$ cat config.mk
export PLATFORM = sky130hd
export DESIGN_NAME = pattern_ram_loader
export DESIGN_NICKNAME = d
export VERILOG_FILES = /design/src/rtl/pattern_ram_loader.sv
export SDC_FILE = /design/constraint.sdc
export NUM_CORES = 2
export LEC_CHECK = 0
export CAP_MARGIN = 5
export CORE_MARGIN = 2
export CORE_UTILIZATION = 45
export CTS_CLUSTER_DIAMETER = 100
export CTS_CLUSTER_SIZE = 8
export DETAILED_ROUTE_END_ITERATION = 10
export PLACE_DENSITY = 0.72
export SLEW_MARGIN = 15
export SYNTH_ARGS = -nofsm -noshare
export SYNTH_HDL_FRONTEND = slang
export SYNTH_SLANG_ARGS = --single-unit
$ cat constraint.sdc
create_clock -name clk -period 2.5 [get_ports clk]
set_input_delay 0.75 -clock clk [delete_from_list [all_inputs] [get_ports clk]]
set_output_delay 0.75 -clock clk [all_outputs]
set_load 0.01 [all_outputs]
$ cat src/rtl/pattern_ram_loader.sv
// Pattern RAM with a UART-fed burst loader and optional burst readback (PATTERN_RAM_READBACK_EN).
// The generator owns the read port whenever pattern_active is high; loader activity is then locked out.
module pattern_ram_loader #(
  parameter int RAM_ADDR_BITS = 8
) (
  input  logic                     clk,
  input  logic                     rst_n,
  input  logic                     pattern_active,
  input  logic [RAM_ADDR_BITS-1:0] ram_addr_pat_gen,
  output logic [7:0]               ram_data,
  input  logic [RAM_ADDR_BITS-1:0] cfg_start_address,
  input  logic [RAM_ADDR_BITS-1:0] cfg_burst_length,
  input  logic                     cfg_write_start,
  input  logic                     cfg_read_start,
  input  logic [7:0]               rx_byte,
  input  logic                     rx_valid,
  output logic [7:0]               tx_byte,
  output logic                     tx_valid,
  input  logic                     tx_busy,
  output logic                     loader_busy,
  output logic                     loader_error
);

  localparam int DEPTH = 1 << RAM_ADDR_BITS;

`ifdef PATTERN_RAM_READBACK_EN
  typedef enum logic [1:0] {IDLE, WRITE, RD_ADDR, RD_WAIT} state_e;
`else
  typedef enum logic {IDLE, WRITE} state_e;
`endif

  state_e                   state_q, state_d;
  logic [RAM_ADDR_BITS-1:0] addr_q, addr_d;
  logic [RAM_ADDR_BITS-1:0] count_q, count_d;
  logic                     error_q, error_d;
  logic                     wr_start_q;
  logic                     wr_edge, rd_edge, last_beat;
  logic                     ram_we;
  logic [RAM_ADDR_BITS-1:0] rd_addr;
  logic [7:0]               ram_data_q;
  logic [7:0]               mem [DEPTH];

  assign wr_edge   = cfg_write_start & ~wr_start_q;
  assign last_beat = (count_q == cfg_burst_length);

`ifdef PATTERN_RAM_READBACK_EN
  logic rd_start_q;
  assign rd_edge = cfg_read_start & ~rd_start_q;

  always_ff @(posedge clk or negedge rst_n) begin
    if (!rst_n) rd_start_q <= 1'b0;
    else        rd_start_q <= cfg_read_start;
  end
`else
  assign rd_edge = 1'b0;
  logic unused_readback;
  assign unused_readback = &{1'b0, cfg_read_start, tx_busy};
`endif

  always_ff @(posedge clk or negedge rst_n) begin
    if (!rst_n) begin
      state_q    <= IDLE;
      addr_q     <= '0;
      count_q    <= '0;
      error_q    <= 1'b0;
      wr_start_q <= 1'b0;
    end else begin
      state_q    <= state_d;
      addr_q     <= addr_d;
      count_q    <= count_d;
      error_q    <= error_d;
      wr_start_q <= cfg_write_start;
    end
  end

  // A non-IDLE state can only see pattern_active high if it rose during the burst, so a level test is the abort.
  always_comb begin
    state_d = state_q;
    addr_d  = addr_q;
    count_d = count_q;
    error_d = error_q;
    case (state_q)
      IDLE: begin
        if (wr_edge || rd_edge) begin
          if (pattern_active) begin
            error_d = 1'b1;
          end else begin
            addr_d  = cfg_start_address;
            count_d = '0;
            error_d = 1'b0;
`ifdef PATTERN_RAM_READBACK_EN
            state_d = wr_edge ? WRITE : RD_ADDR;
`else
            state_d = WRITE;
`endif
          end
        end
      end
      WRITE: begin
        if (pattern_active) begin
          state_d = IDLE;
          error_d = 1'b1;
        end else if (rx_valid) begin
          if (last_beat) begin
            state_d = IDLE;
          end else begin
            addr_d  = addr_q + RAM_ADDR_BITS'(1);
            count_d = count_q + RAM_ADDR_BITS'(1);
          end
        end
      end
`ifdef PATTERN_RAM_READBACK_EN
      RD_ADDR: begin
        if (pattern_active) begin
          state_d = IDLE;
          error_d = 1'b1;
        end else begin
          state_d = RD_WAIT;
        end
      end
      RD_WAIT: begin
        if (pattern_active) begin
          state_d = IDLE;
          error_d = 1'b1;
        end else if (!tx_busy) begin
          if (last_beat) begin
            state_d = IDLE;
          end else begin
            addr_d  = addr_q + RAM_ADDR_BITS'(1);
            count_d = count_q + RAM_ADDR_BITS'(1);
            state_d = RD_ADDR;
          end
        end
      end
`endif
      default: state_d = IDLE;
    endcase
  end

  always_comb begin
    ram_we      = (state_q == WRITE) && rx_valid && !pattern_active;
    rd_addr     = pattern_active ? ram_addr_pat_gen : addr_q;
    loader_busy = (state_q != IDLE);
`ifdef PATTERN_RAM_READBACK_EN
    tx_valid    = (state_q == RD_WAIT) && !tx_busy && !pattern_active;
`else
    tx_valid    = 1'b0;
`endif
    tx_byte     = tx_valid ? ram_data_q : 8'h00;
  end

  assign loader_error = error_q;
  assign ram_data     = ram_data_q;

  always_ff @(posedge clk) begin
    if (ram_we) mem[addr_q] <= rx_byte;
  end

  always_ff @(posedge clk or negedge rst_n) begin
    if (!rst_n) ram_data_q <= 8'h00;
    else        ram_data_q <= mem[rd_addr];
  end

endmodule

# Word level (Yosys, flattened, before mapping)
# Memories as Yosys holds them, arrays and structs flattened. A register that Yosys moved wholly into a read port is not among the register bits.
# Cells that the tools add are included.
[totals]
ff_bits = 19
latch_bits = 0
ram_bits = 2048
mem_bits_ro = 0
in_bits = 39
out_inout_bits = 19
wordCells = 49
mem_count = 1
[memory_table]
columns = ["memory", "words", "word_bits", "rd", "rd_clocked_by_memory_dff", "wr", "line", "rtl"]
rows = [
  ["mem", 256, 8, 1, 1, 1, "41", "logic [7:0] mem [DEPTH];"],
]
[op_classes]
addsub = 2
n_mul = 0
div_mod_pow = 0
order_cmp = 0
n_eq_ne = 7
n_shift = 0
muxes = 25
bitwise = 3
reduce_logical = 6
[op_table]
columns = ["operator", "count"]
rows = [
  ["two-way mux 8 bit", 11],
  ["one-hot mux 8 bit (2 select lines)", 2],
  ["adder 8 x 1 -> 8 bit (second input constant)", 2],
  ["!= test 2 bit (second input constant)", 6],
  ["two-way mux 1 bit", 10],
  ["== test 8 bit", 1],
  ["AND reduction 5 bit", 1],
  ["one-hot mux 1 bit (2 select lines)", 2],
  ["logical AND 1 bit", 2],
  ["logical NOT 1 bit", 2],
  ["NOT 1 bit", 2],
  ["AND reduction 2 bit", 1],
  ["AND 1 bit", 1],
]

# Logic depth before layout (Yosys ltp)
[logic_depth]
ltp_word = 5
mapped_depth = 13
mapped_depth_nobuf = 8

# Worst setup path before layout
# Ideal clock, no wire load.
[synth_timing]
path_type = "in2reg"
startpoint = "input port pattern_active"
endpoint = "register ram_data_q[7], in the netlist ram_data[7] (read register of mem)"
setup_time_ns = 0.140
arrival_time_ns = 2.871
t_required_ns = 2.360
setup_slack_ns = -0.512
path_stages = 12
path_buffers = 5
cell_sequence = "buf_6 > mux2_4 > buf_6 > buf_6 > buf_2 > buf_2 > mux2i_1 > o22ai_1 > o22ai_1 > a21oi_1 > o41ai_1 > nand4_1"
[synth_between]
elab_chain_cells = 1
[synth_lines]
columns = ["element", "line", "rtl"]
rows = [
  ["from (decl)", "8", "input logic pattern_active,"],
  ["two-way mux 8 bit", "142", "rd_addr = pattern_active ? ram_addr_pat_gen : addr_q;"],
  ["to (decl)", "40", "logic [7:0] ram_data_q;"],
]
# Every way passes these cells.
# A chain may end at the register's enable or synchronous reset.

# Worst setup path in the final report
[layout_timing]
startpoint = "register addr_q[0]"
endpoint = "register ram_data_q[0], in the netlist ram_data[0] (read register of mem)"
[layout_between]
elab_chain_cells = 1
[layout_lines]
columns = ["element", "line", "rtl"]
rows = [
  ["from (decl)", "33", "logic [RAM_ADDR_BITS-1:0] addr_q, addr_d;"],
  ["from (signal assigned)", "69", "addr_q <= addr_d;"],
  ["two-way mux 8 bit", "142", ""],
]
# Every way passes these cells.

==> metrics.md <==
| Metric | Value |
|---|---|
| Ranking of synthesized cells by area | edfxtp_1, mux2i_1, nand2_1, mux4_2, nand3_1 |
| Post-route cell area | 104,000 sq um |
| Status | complete, but fails checks |
| Synth Register Bits | 2,075 |
| Area taken by multi-input logic gates | 21,000 sq um |
| Register area share after synthesis | 0.755 |
| Synth Instances | 5,295 |
| DRC | 0 |
| Leak pwr | 35.7 nW |
| Crit path to | ram_data[0] |
| Post-route setup slack | -0.679 ns |
| Switch share | 0.278 |
| Failing checks | negative setup slack |
| Storage cell area | 62,200 sq um |
| Root Driver | clkbuf_16 |
| Number of sinks on the clock net | 2,075 |
| Fin. Hold Viols | 0 |
| Tot GR Track Use | 0.263 |
| Die Wd | 432 um |
| Post-DRT Antenna Nets | 0 |
| Pwr/cell area | 918 nW/um^2 |
| Die area | 186,000 sq um |
| VDD IR max | 0.000579 V |
| Top cell type's share of synthesized area | 0.747 |
| First-pass GRT wire length | 358 mm |
| Core area | 182,000 sq um |
| Mapped Area | 82,300 sq um |
| IO Port Bufs | 46 |
| GRT overflow | 0 |
| Avg Cell Area, Syn | 15.6 sq um |
| Nets | 6,244 |
| Critical Path AT | 3.95 ns |
| Largest net degree at the start of global routing | 84 |
| Share of layout cells above drive strength 1 | 0.276 |
| Endpoint class of the critical path | flop |
| Wire per inst | 28.8 um |
| Initial DRC Count | 7,436 |
| Post-Place Cell Area | 93,700 sq um |
| Sw power | 26.5 mW |
| Initial Util | 0.451 |
| DR vias | 53,400 |
| Synth cell types | 59 |
| Critical path launch point | addr_q[0] |
| Max-Cap Viols | 0 |
| Hpwl dp | 157 mm |
| Initial antenna violation count | 9 |
| Final Max Slew Viols | 0 |
| Synthesis-to-layout area growth | 26.2% |
| Crit Path Category | reg -> reg |
| CP Max Fanout | 13 |
| Clock power frac | 0.376 |
| H-Tree Depth | 5 |
| Num rows | 157 |
| Seq pwr share | 0.406 |
| Worst skew pair latency | 0.93 ns |
| Worst endpoint required time | 3.27 ns |
| Vias/cell | 6.19 |
| Gate power share | 0.217 |
| Total wire length | 248 mm |
| Main flop type after synthesis | edfxtp_1 |
| # setup viols final | 10 |
| Hold WC Path Type | in -> reg |
| R2R depth | 12 |
| Yosys warns | 0 |
| Max-slew headroom | 0.427 |
| Worst Tran Pin Value | 0.855 ns |
| RR Endpoint | ram_data[0] |
| Clk pin slew, worst setup/hold paths | 0.05 ns |
| Post-synth ARST share | 0.0130 |
| Setup crit start kind | flop |
| Fmax | 315 MHz |
| Post-synth top area cell | edfxtp_1 |
| Tmin final | 3.18 ns |
| CTS tree | yes |
| Fill cell count | 13,200 |
| Vias in the first global route | 53,200 |
| Part of the cycle the worst path needs | 1.27 |
| DRT Pass-1 Iters | 6 |
| Pint | 68.9 mW |
| Reg2reg setup slack | -0.68 ns |
| Final Wtd Congestion | 0.954 |
| Final Skew | 0.0754 ns |
| Max clock buf depth | 4 |
| Setup TNS | -5.07 ns |
| TritonCTS buffer count | 309 |
| Ports | 58 |
| Worst R2R Start | addr_q[0] |
| Post-Route Hold Slack | 0.150 ns |
| Worst Hold Launch | rx_byte[2] |
| RSZ-0062 raised after global routing | true |
| Die Y | 432 um |
| Post-synth EDFFs | 2,048 |
==> cells in the mapped netlist, drive strengths merged (4+ instances only) <==
master	number
nor2	288
ha	5
edfxtp	2048
o21ai	77
nor2b	6
clkbuf	190
a2111oi	10
nand4	20
nor3	26
o221ai	174
mux2i	475
o32ai	5
and3	15
o31ai	6
mux4	99
o22ai	75
nand3	344
a21oi	279
inv	10
a21boi	5
or3	5
o41ai	14
a31oi	20
buf	167
a22oi	5
nor4	56
o2111ai	4
nand2	761
nand2b	4
a311oi	24
xor2	12
and2	6
dfrtp	27
==> power groups by stage <==
stage,combinational (mW),sequential [mW],clock (mW)
floorplan,9.66,39.2,0
global placement,18.0,39.4,0
detailed placement,18.2,39.4,0
CTS,19.7,38.8,36.1
global route,21.5,38.7,37.5
finish,20.7,38.8,35.9
==> state kept, by name, indices dropped and copies added (netlist names) <==
name	count
loader_error	1
mem	2048
count_q	8
ram_data	8
wr_start_q	1
addr_q	8
loader_busy	1
==> cell families after synthesis <==
family | synth area share
adders and majority gates | 0.000760
other | 0.0000455
muxes | 0.0851
AOI/OAI and AO/OA | 0.0574
xor gates and xnor gates | 0.00149
buffers and inverters | 0.0209
and+or+nand+nor | 0.0793
DFF | 0.755
==> what timing repair did <==
| item | in CTS | in global routing |
|---|---|---|
| endpoints found under the setup margin | 744 | 442 |
| hold buffers | 1 | 0 |
| gates resized for setup | 204 | 144 |
| hold endpoints to repair | 11 | 0 |
| pin swaps | 37 | 55 |
| setup buffers | 19 | 14 |
| cloned | 7 | 0 |
==> cell usage in the layout (no fill, tap or decap), types with 39 or more instances in the layout <==
| master | Yosys | layout |
|---|---|---|
| o221ai_1 | 174 | 120 |
| nor2_4 | 0 | 93 |
| clkbuf_16 | 0 | 315 |
| buf_12 | 0 | 159 |
| mux2i_1 | 475 | 439 |
| o221ai_2 | 0 | 54 |
| nand2_1 | 761 | 749 |
| o22ai_1 | 75 | 69 |
| buf_4 | 48 | 695 |
| a21oi_2 | 0 | 39 |
| nor2_2 | 0 | 39 |
| edfxtp_1 | 2048 | 2048 |
| o21ai_0 | 76 | 52 |
| nand3_1 | 344 | 332 |
| mux4_2 | 99 | 99 |
| nor2_1 | 288 | 156 |
| a21oi_1 | 279 | 238 |
==> critical path, stage by stage, from the launching register on <==
cell and delay, ns:
dfrtp_2 0.43, mux2_8 0.37, buf_16 0.19, buf_4 0.19, mux2i_2 0.19, o221ai_2 0.16, buf_4 0.17, nand4_1 0.12
o21ai_2 0.09, nor4_4 0.50, buf_4 0.22, o22ai_4 0.09, a221o_1 0.30
==> area by class of cell <==
type | count | area share
sequential | 2075 | 0.598
multi-input combinational | 2861 | 0.202
timing repair buffer | 943 | 0.0925
clock buffer | 349 | 0.0771
tap | 2385 | 0.0287
clock inverter | 6 | 0.000746
inverter | 10 | 0.000397
antenna | 7 | 0.000169
==> worst min-delay path by stage <==
stage	depth (start not counted)	slack, ns	end
after floorplan	0	0.45	addr_q[0]
after global placement	2	0.52	loader_error
after detailed placement	2	0.54	loader_error
after CTS	1	0.11	mem[182][2]
after global routing	1	0.13	mem[182][2]
final	1	0.15	mem[182][2]
==> metrics by stage <==
stage,utilization,setup WS [ns],cells,power [mW]
after floorplan,-,-0.419,5303,48.9
final,0.570,-0.679,8636,95.4
after detailed placement,0.513,-2.30,8242,57.6
after global routing,0.570,-0.713,8633,97.7
after global placement,0.513,-2.20,8242,57.4
after CTS,0.565,-0.633,8620,94.5
==> routing by layer <==
| metal | GRT usage | share of wire |
|---|---|---|
| met3 | 0.0539 | 0.12 |
| met4 | 0.145 | 0.060 |
| met5 | 0 | 0.00011 |
| met1 | 0.345 | 0.36 |
| met2 | 0.411 | 0.47 |
(Power assumes the default switching activity.)
